<file path="src/rtl/dispatch_stage.sv">
// Decode/dispatch stage: resolves operands at accept, holds one instruction in an
// issue register that snoops the CDB, and hands it to the ROB and the RS or LSB.

module dispatch_opnd #(
    parameter int DATA_W = 32,
    parameter int ROB_W  = 4,
    parameter int N_CDB  = 2
) (
    input  logic [4:0]              rs,
    input  logic                    used,
    input  logic                    fwd_en,
    input  logic [4:0]              fwd_dest,
    input  logic [ROB_W-1:0]        freetag,
    input  logic [DATA_W-1:0]       reg_value,
    input  logic [ROB_W-1:0]        reg_robtag,
    input  logic                    reg_busy,
    input  logic [DATA_W-1:0]       rob_value,
    input  logic                    rob_ready,
    input  logic [N_CDB-1:0]        cdb_valid,
    input  logic [N_CDB*ROB_W-1:0]  cdb_tag,
    input  logic [N_CDB*DATA_W-1:0] cdb_value,
    input  logic [DATA_W-1:0]       held_value,
    input  logic [ROB_W-1:0]        held_tag,
    output logic [DATA_W-1:0]       cap_value,
    output logic [ROB_W-1:0]        cap_tag,
    output logic [DATA_W-1:0]       wake_value,
    output logic [ROB_W-1:0]        wake_tag
);
    logic              hit_c, hit_w;
    logic [DATA_W-1:0] val_c, val_w;

    // Scan from the top channel down so the lowest matching channel wins.
    always_comb begin
        hit_c = 1'b0;
        hit_w = 1'b0;
        val_c = '0;
        val_w = '0;
        for (int i = N_CDB - 1; i >= 0; i--) begin
            if (cdb_valid[i] && cdb_tag[i*ROB_W +: ROB_W] == reg_robtag) begin
                hit_c = 1'b1;
                val_c = cdb_value[i*DATA_W +: DATA_W];
            end
            if (cdb_valid[i] && cdb_tag[i*ROB_W +: ROB_W] == held_tag) begin
                hit_w = 1'b1;
                val_w = cdb_value[i*DATA_W +: DATA_W];
            end
        end
    end

    always_comb begin
        cap_value = '0;
        cap_tag   = '0;
        if (!used || rs == 5'd0) begin
            cap_value = '0;
        end else if (fwd_en && fwd_dest == rs) begin
            cap_tag = freetag;
        end else if (!reg_busy) begin
            cap_value = reg_value;
        end else if (rob_ready) begin
            cap_value = rob_value;
        end else if (hit_c) begin
            cap_value = val_c;
        end else begin
            cap_tag = reg_robtag;
        end
    end

    always_comb begin
        wake_value = held_value;
        wake_tag   = held_tag;
        if (held_tag != '0 && hit_w) begin
            wake_value = val_w;
            wake_tag   = '0;
        end
    end
endmodule

module dispatch_stage #(
    parameter int DATA_W = 32,
    parameter int ROB_W  = 4,
    parameter int OP_W   = 6,
    parameter int N_CDB  = 2
) (
    input  logic                    clk,
    input  logic                    rst,
    input  logic                    rdy,
    input  logic                    in_fetcher_valid,
    input  logic [31:0]             in_fetcher_inst,
    input  logic [DATA_W-1:0]       in_fetcher_pc,
    input  logic                    in_fetcher_jump_flag,
    output logic                    out_fetcher_ready,
    input  logic [OP_W-1:0]         in_dcd_openum,
    input  logic [DATA_W-1:0]       in_dcd_imm,
    output logic [4:0]              out_reg_tag1,
    output logic [4:0]              out_reg_tag2,
    input  logic [DATA_W-1:0]       in_reg_value1,
    input  logic [DATA_W-1:0]       in_reg_value2,
    input  logic [ROB_W-1:0]        in_reg_robtag1,
    input  logic [ROB_W-1:0]        in_reg_robtag2,
    input  logic                    in_reg_busy1,
    input  logic                    in_reg_busy2,
    output logic [ROB_W-1:0]        out_rob_fetch_tag1,
    output logic [ROB_W-1:0]        out_rob_fetch_tag2,
    input  logic [DATA_W-1:0]       in_rob_fetch_value1,
    input  logic [DATA_W-1:0]       in_rob_fetch_value2,
    input  logic                    in_rob_fetch_ready1,
    input  logic                    in_rob_fetch_ready2,
    input  logic                    in_rob_full,
    input  logic [ROB_W-1:0]        in_rob_freetag,
    input  logic                    in_rs_full,
    input  logic                    in_lsb_full,
    input  logic [N_CDB-1:0]        in_cdb_valid,
    input  logic [N_CDB*ROB_W-1:0]  in_cdb_tag,
    input  logic [N_CDB*DATA_W-1:0] in_cdb_value,
    input  logic                    in_flush,
    output logic                    out_rob_valid,
    output logic                    out_rs_valid,
    output logic                    out_lsb_valid,
    output logic                    out_reg_valid,
    output logic [ROB_W-1:0]        out_rob_tag,
    output logic [OP_W-1:0]         out_rob_op,
    output logic [4:0]              out_rob_dest,
    output logic                    out_rob_jump_flag,
    output logic [DATA_W-1:0]       out_pc,
    output logic [OP_W-1:0]         out_op,
    output logic [DATA_W-1:0]       out_value1,
    output logic [DATA_W-1:0]       out_value2,
    output logic [ROB_W-1:0]        out_tag1,
    output logic [ROB_W-1:0]        out_tag2,
    output logic [DATA_W-1:0]       out_imm,
    output logic [4:0]              out_reg_dest
);
    typedef struct packed {
        logic [DATA_W-1:0] pc;
        logic [OP_W-1:0]   op;
        logic [4:0]        dest;
        logic              jump;
        logic              lsb;
        logic [DATA_W-1:0] imm;
    } held_t;

    logic                   hold_valid;
    held_t                  held;
    logic [1:0][DATA_W-1:0] h_val, cap_val, wake_val;
    logic [1:0][ROB_W-1:0]  h_tag, cap_tag, wake_tag;

    logic [6:0]             opc;
    logic                   legal, is_lsb, no_dest;
    logic [1:0]             used;
    logic [1:0][4:0]        rs_idx;
    logic [1:0][DATA_W-1:0] reg_val, rob_val;
    logic [1:0][ROB_W-1:0]  reg_tag;
    logic [1:0]             reg_busy, rob_rdy;
    logic                   fire, accept, q_full;
    logic                   unused_inst;

    assign opc         = in_fetcher_inst[6:0];
    assign rs_idx      = {in_fetcher_inst[24:20], in_fetcher_inst[19:15]};
    assign unused_inst = ^{in_fetcher_inst[31:25], in_fetcher_inst[14:12]};

    always_comb begin
        legal   = 1'b1;
        is_lsb  = 1'b0;
        no_dest = 1'b0;
        used    = 2'b00;
        case (opc)
            7'b0110111, 7'b0010111, 7'b1101111: used = 2'b00;
            7'b1100111, 7'b0010011:             used = 2'b01;
            7'b0110011:                         used = 2'b11;
            7'b1100011: begin used = 2'b11; no_dest = 1'b1; end
            7'b0000011: begin used = 2'b01; is_lsb = 1'b1; end
            7'b0100011: begin used = 2'b11; is_lsb = 1'b1; no_dest = 1'b1; end
            default:    legal = 1'b0;
        endcase
    end

    assign q_full            = held.lsb ? in_lsb_full : in_rs_full;
    assign fire              = hold_valid & ~in_rob_full & ~q_full & ~in_flush & rdy;
    assign out_fetcher_ready = rdy & rst & ~in_flush & (~hold_valid | fire);
    assign accept            = in_fetcher_valid & out_fetcher_ready;

    assign reg_val  = {in_reg_value2, in_reg_value1};
    assign reg_tag  = {in_reg_robtag2, in_reg_robtag1};
    assign reg_busy = {in_reg_busy2, in_reg_busy1};
    assign rob_val  = {in_rob_fetch_value2, in_rob_fetch_value1};
    assign rob_rdy  = {in_rob_fetch_ready2, in_rob_fetch_ready1};

    for (genvar g = 0; g < 2; g++) begin : g_opnd
        dispatch_opnd #(.DATA_W(DATA_W), .ROB_W(ROB_W), .N_CDB(N_CDB)) u_opnd (
            .rs         (rs_idx[g]),
            .used       (used[g]),
            .fwd_en     (fire),
            .fwd_dest   (held.dest),
            .freetag    (in_rob_freetag),
            .reg_value  (reg_val[g]),
            .reg_robtag (reg_tag[g]),
            .reg_busy   (reg_busy[g]),
            .rob_value  (rob_val[g]),
            .rob_ready  (rob_rdy[g]),
            .cdb_valid  (in_cdb_valid),
            .cdb_tag    (in_cdb_tag),
            .cdb_value  (in_cdb_value),
            .held_value (h_val[g]),
            .held_tag   (h_tag[g]),
            .cap_value  (cap_val[g]),
            .cap_tag    (cap_tag[g]),
            .wake_value (wake_val[g]),
            .wake_tag   (wake_tag[g])
        );
    end

    // Illegal opcodes are consumed but leave the issue register empty.
    always_ff @(posedge clk or negedge rst) begin
        if (!rst) begin
            hold_valid <= 1'b0;
            held       <= '0;
            h_val      <= '0;
            h_tag      <= '0;
        end else if (rdy) begin
            if (in_flush) begin
                hold_valid <= 1'b0;
            end else if (accept) begin
                hold_valid <= legal;
                held.pc    <= in_fetcher_pc;
                held.op    <= in_dcd_openum;
                held.dest  <= no_dest ? 5'd0 : in_fetcher_inst[11:7];
                held.jump  <= in_fetcher_jump_flag;
                held.lsb   <= is_lsb;
                held.imm   <= in_dcd_imm;
                h_val      <= cap_val;
                h_tag      <= cap_tag;
            end else begin
                if (fire) hold_valid <= 1'b0;
                if (hold_valid) begin
                    h_val <= wake_val;
                    h_tag <= wake_tag;
                end
            end
        end
    end

    assign out_reg_tag1       = rs_idx[0];
    assign out_reg_tag2       = rs_idx[1];
    assign out_rob_fetch_tag1 = in_reg_robtag1;
    assign out_rob_fetch_tag2 = in_reg_robtag2;

    assign out_rob_valid     = fire;
    assign out_rs_valid      = fire & ~held.lsb;
    assign out_lsb_valid     = fire & held.lsb;
    assign out_reg_valid     = fire & (held.dest != 5'd0);
    assign out_rob_tag       = in_rob_freetag;
    assign out_rob_op        = held.op;
    assign out_rob_dest      = held.dest;
    assign out_rob_jump_flag = held.jump;
    assign out_pc            = held.pc;
    assign out_op            = held.op;
    assign out_imm           = held.imm;
    assign out_reg_dest      = held.dest;
    // Same-cycle CDB wakeups are forwarded so the consumer never sees a stale tag.
    assign out_value1        = wake_val[0];
    assign out_value2        = wake_val[1];
    assign out_tag1          = wake_tag[0];
    assign out_tag2          = wake_tag[1];
endmodule
</file>
<file path="config.mk">
export PLATFORM = sky130hd
export DESIGN_NAME = dispatch_stage
export DESIGN_NICKNAME = d
export VERILOG_FILES = /design/src/rtl/dispatch_stage.sv
export SDC_FILE = /design/constraint.sdc
export NUM_CORES = 1
export LEC_CHECK = 0
export CORE_AREA = 2 2 201 203
export DETAILED_ROUTE_END_ITERATION = 8
export DIE_AREA = 0 0 203 205
export HOLD_SLACK_MARGIN = 0.05
export MAX_ROUTING_LAYER = met4
export SLEW_MARGIN = 40
export SYNTH_ARGS = -nofsm -noshare
export SYNTH_HDL_FRONTEND = slang
export SYNTH_SLANG_ARGS = --single-unit
</file>
<file path="constraint.sdc">
create_clock -name clk -period 2.2 [get_ports clk]
set_input_delay 0.22 -clock clk [delete_from_list [all_inputs] [get_ports clk]]
set_output_delay 0.22 -clock clk [all_outputs]
set_load 0.05 [all_outputs]
</file>
# Word-level counts from Yosys, hierarchy flattened

Cells that the tools add are included.

Output and inout port bits: 186
Logic and storage cells: 131
Bits in registers: 150

Bitwise gates (word level): 17
Muxes and demuxes: 53
Reduce and logical (&&, ||, !) cells: 31
Eq/ne operators: 19

Operators with widths:

| cell                 | count |
|---|---|
| $mux W32             | 20 |
| $mux W64             | 2 |
| $mux W4              | 12 |
| $eq A4 B4 Y1         | 8 |
| $eq A7 B6 Y1 const B | 3 |
| $eq A7 B7 Y1 const B | 3 |
| $mux W8              | 2 |
| $mux W1              | 15 |
| $eq A7 B5 Y1 const B | 2 |
| $logic_and A1 B1 Y1  | 12 |
| $and A1 B1 Y1        | 11 |
| $eq A5 B5 Y1         | 2 |
| $logic_not A5 Y1     | 2 |
| $reduce_or A9 Y1     | 1 |
| $reduce_bool A4 Y1   | 2 |
| $eq A7 B2 Y1 const B | 1 |
| $reduce_and A3 Y1    | 2 |
| $reduce_or A3 Y1     | 2 |
| $mux W5              | 1 |
| $not A1 Y1           | 5 |
| $reduce_bool A5 Y1   | 1 |
| $pmux W2 S2          | 1 |
| $reduce_or A2 Y1     | 2 |
| $reduce_bool A3 Y1   | 1 |
| other kinds (5)      | 7 |

# Depth between registers and ports, before layout

Depth in word-level cells: 10
Depth in mapped cells: 9

# Hierarchy

From an unflattened synthesis, not the netlist that was laid out.

Cells, all modules: 1,337
Area, all modules: 11,888.9 µm²

By module, submodules not included:

| module         | cells an instance | area each (µm²) | times used |
|---|---|---|---|
| dispatch_stage | 625               | 7,189.4         | 1 |
| dispatch_opnd  | 356               | 2,349.8         | 2 |

# Least setup slack after synthesis

Ideal clock, no wire load.

Path kind: register to output
Start point: register h_tag[5] (netlist name)
End point: output port out_value2[10]
Data required time: 1.980 ns
Cell stages (with the launch flop): 7
Path buffers: 2
Path slack: -0.337 ns
Arrival time: 2.317 ns
Path through: dfrtp_1 > or4_1 > nand3_1 > o22ai_1 > buf_2 > buf_1 > a21oi_1

Longest elaborated chain between the ends: 6

RTL lines:

| item                     | RTL line | text |
|---|---|---|
| start: declaration       | 145      | `logic [1:0][ROB_W-1:0] h_tag, cap_tag, wake_tag;` |
| start signal: assignment | 231      | `h_tag <= cap_tag;` |
| start signal: assignment | 236      | `h_tag <= wake_tag;` |
| $eq A4 B4 Y1             | 43       | `if (cdb_valid[i] && cdb_tag[i*ROB_W +: ROB_W] == held_tag) begin` |
| $logic_and A1 B1 Y1      | 43       |  |
| $mux W1 (2 in series)    | 43       |  |
| $logic_and A1 B1 Y1      | 71       | `if (held_tag != '0 && hit_w) begin` |
| $mux W32 *               | 71       |  |
| end: declaration         | 127      | `output logic [DATA_W-1:0] out_value2,` |

Mark *: on every way between the ends. The rest lies on a longest branch, timed or not.

# Final worst setup path

Start point: register h_tag[1] (netlist name)
End point: output port out_value1[4]

Longest elaborated chain between the ends: 6

RTL lines:

| item                  | RTL line | text |
|---|---|---|
| $eq A4 B4 Y1          | 43       |  |
| $logic_and A1 B1 Y1   | 43       |  |
| $mux W1 (2 in series) | 43       |  |
| $logic_and A1 B1 Y1   | 71       |  |
| $mux W32 *            | 71       |  |
| end: declaration      | 126      | `output logic [DATA_W-1:0] out_value1,` |

Marks and branches as above.

==> results.cfg <==
[floorplanning]
fp.dieArea_um2 = 41600
io_pins = 515
start_util_pct = 28.3
die_h_um = 205
core_area_um2 = 39400
die_w_um = 203
rows = 73

[worst_setup_path]
path_class = reg -> out
cp_top_family = simple AND/OR/NAND/NOR gates
crit_fanout = 7
cp-start-kind = register
critPathArrivalTime_ns = 2.54
cp.buffers_inverters = 3
slowest_delay_ns = 0.44
slowest_stage = dfrtp_2
cp_cell_sequence = xor2_1 -> nor3_2 -> buf_4 -> and3_4 -> nand2_8 -> clkbuf_16 -> o22a_1 -> o22a_2 -> buf_8
crit_path_end_kind = output pin
required_ns = 1.98

[drt]
wl_per_cell_um = 23.7
drt_first_iter_violations = 1060
drc_errors = 0
vias = 12700
dr.pass1.iters = 5
ant_nets = 0
routed_via_density = 5.32
route.final.wire_length_um = 56700

[power_and_ir_drop]
peakVddDrop_mv = 0.463
internal_power_mw = 6.79
p_seq_share_pct = 29.2
power_frac_clock_pct = 26.8
power_density_nw_per_um2 = 573
swShare_pct = 40.9
cellLeakagePower_nw = 8.34
p_switching_mw = 4.70
pwr-share-comb_pct = 44.0

[sta]
worst_hold_slack_ns = 0.292
fin_crit_sh_pct = 126
rsz0062_at_grt = true
hold_violations = 0
setup_ws_ns = -0.564
fin_setup_tns_ns = -34.69
setup_viol = 120
max_slew_margin_pct = 53.7
drv_slew = 0
tightest_slew_ns = 0.694
clock_skew_ns = 0.0131
fmaxAchievable_ghz = 0.362
fin_crit_ns = 2.76

[synth]
ys_types = 55
synth_edf_count = 0
synth_top_area_cell = dfrtp_1
synth_common_cells = nand2_1 (309), dfrtp_1 (150), buf_4 (113)
synth_top_area_share_pct = 33.7
synth_ff_type = dfrtp_1
synth.area.top_cells = dfrtp_1 (34%), nand2_1 (10%), buf_4 (7.6%)
synth_most_common_cell = nand2_1
synthesis.nets = 1658
synth_cells = 1329
synthArstFlopShare_pct = 100
synth.avg_cell_area_um2 = 8.37
yosysWarnings = 0
ys_seq_area_share_pct = 33.7
synth_seq_cells = 150
netlist_area_um2 = 11100

[worst_hold_path]
hp-class = in -> reg

[finish]
drive_gt1_share_pct = 28.8
finalNetCount = 2173
stdcell_count = 2386
area_growth_pct = 80.2
fillerInstances = 3589
fin_util_pct = 50.9

[placement]
dp_hpwl_um = 39800
place_inst = 2315
io_buffer_count = 504
routabilityCongestion = 0.934
post-place-ws_ns = -0.465

[global_routing]
antenna_found_initial = 4
grt_max_degree = 118
grt_pass1_wl_um = 80600
grt_usage_pct = 26.6
grt_pass1_vias = 12700
overflow = 0

[clock_tree]
clock-root-buffer = clkbuf_16
cts.clk_slew.worst_paths_ns = 0.08
clock_path_buffers = 2
clock_latency_ns = 0.45
clock_sinks = 150
cts_buffers = 17
cts_htree_levels = 4
cts_tree = built

[flow_run]
maxCapViolCount = 0

[outcome]
status = complete, but fails checks
violations = setup timing
[flip-flops by register name, summed over array words and instances, names as in the netlist]
name	count
hold_valid	1
out_reg_dest	5
h_tag	8
out_rob_jump_flag	1
out_imm	32
h_val	64
out_pc	32
held	1
out_op	6
[worst reg2reg max path, cell delays in order (launching register included)]
cell and delay (ns):
dfrtp_2 0.44, xor2_1 0.16, nor3_2 0.27, buf_4 0.17, nand3_2 0.15, buf_4 0.20
a211oi_4 0.26, buf_12 0.16, clkbuf_16 0.19, a21oi_1 0.06, o22ai_1 0.15
[cell usage in the layout, fill, tap and decap left out, types with 5 or more instances in the layout]
master | synthesis | routed
clkbuf_16 | 0 | 26
o21ai_1 | 40 | 45
buf_8 | 0 | 40
clkdlybuf4s50_1 | 0 | 412
buf_4 | 113 | 139
nor2_4 | 2 | 14
xnor2_1 | 25 | 18
o221ai_1 | 50 | 50
a221oi_1 | 9 | 9
a21oi_4 | 0 | 32
mux2_2 | 33 | 32
mux2i_1 | 32 | 22
o22a_2 | 0 | 25
o21ai_0 | 50 | 45
and2_1 | 26 | 21
xor2_1 | 17 | 17
a221oi_2 | 23 | 23
o22a_1 | 62 | 33
inv_6 | 0 | 5
a2bb2oi_2 | 0 | 16
a2bb2oi_1 | 32 | 16
buf_12 | 0 | 79
mux2i_4 | 0 | 6
o22ai_1 | 27 | 26
a221o_1 | 6 | 6
and3_1 | 6 | 5
nand2_1 | 309 | 307
buf_6 | 1 | 24
nor2_1 | 45 | 29
o211a_1 | 5 | 5
a21oi_1 | 81 | 48
inv_8 | 0 | 6
nand3_1 | 12 | 7
or3_1 | 21 | 19
dfrtp_1 | 150 | 149
[cell families after synthesis]
family,after synthesis,synth area share [%]
XOR/XNOR,42,3.31
AND/OR/NAND/NOR,454,18.4
multiplexers,65,6.22
flip-flops,150,33.7
buffers and inverters,215,11.6
AO/OA/AOI/OAI,403,26.8
[per-layer routing]
layer  up-vias  part of all wire (%)  GRT usage, %
met5         -                     0             -
met4         0                   2.8          9.57
met3        96                   7.5          5.68
met2       604                    49          44.2
met1      6239                    41          31.8
li1       5745                     -             -
[final cells by class]
cell class                 count  area [um^2]  share of cell area [%]
clock buffer                  17          425                    2.12
clock inverter                15          169                   0.843
sequential                   150         3750                    18.7
timing repair buffer         711         7980                    39.8
antenna                        4         10.0                  0.0500
multi-input combinational    964         7040                    35.1
tap                          525          657                    3.28
[power groups by stage]
stage	clock network (mW)	logic (mW)	registers [mW]
floorplan	0	3.00	3.34
global placement	0	4.82	3.37
detailed placement	0	4.85	3.39
CTS	3.17	4.98	3.34
global route	3.27	5.30	3.40
finish	3.08	5.06	3.36
[per-stage QoR]
stage          cell area (um^2)  total power, mW
4_1_cts                   19400             11.5
5_1_grt                   20000             12.0
3_5_place_dp              18000             8.24
6_report                  20000             11.5
2_1_floorplan             11500             6.35
3_3_place_gp              18000             8.19
[final timing paths]
check                                     end      startpoint  slack (ns)  depth (start not counted)
max in group asynchronous         out_imm[14]             rst        0.73                          4
worst min-delay path              out_imm[18]  in_dcd_imm[18]        0.29                          3
min in group asynchronous           h_val[59]             rst        0.42                          3
worst max register to register      h_val[31]        h_tag[1]       -0.08                         10
worst max-delay path            out_value1[4]        h_tag[1]       -0.56                          9
worst min register to register     out_imm[8]      out_imm[8]        0.48                          2
[what timing repair did]
item,CTS,global route
resized for setup,139,68
hold endpoints to repair,33,0
setup endpoints to repair,119,141
gates cloned,4,11
hold buffers,1,0
buffers inserted,9,12
pin swaps,31,56
Note: power is estimated with default switching activity, not from simulation.
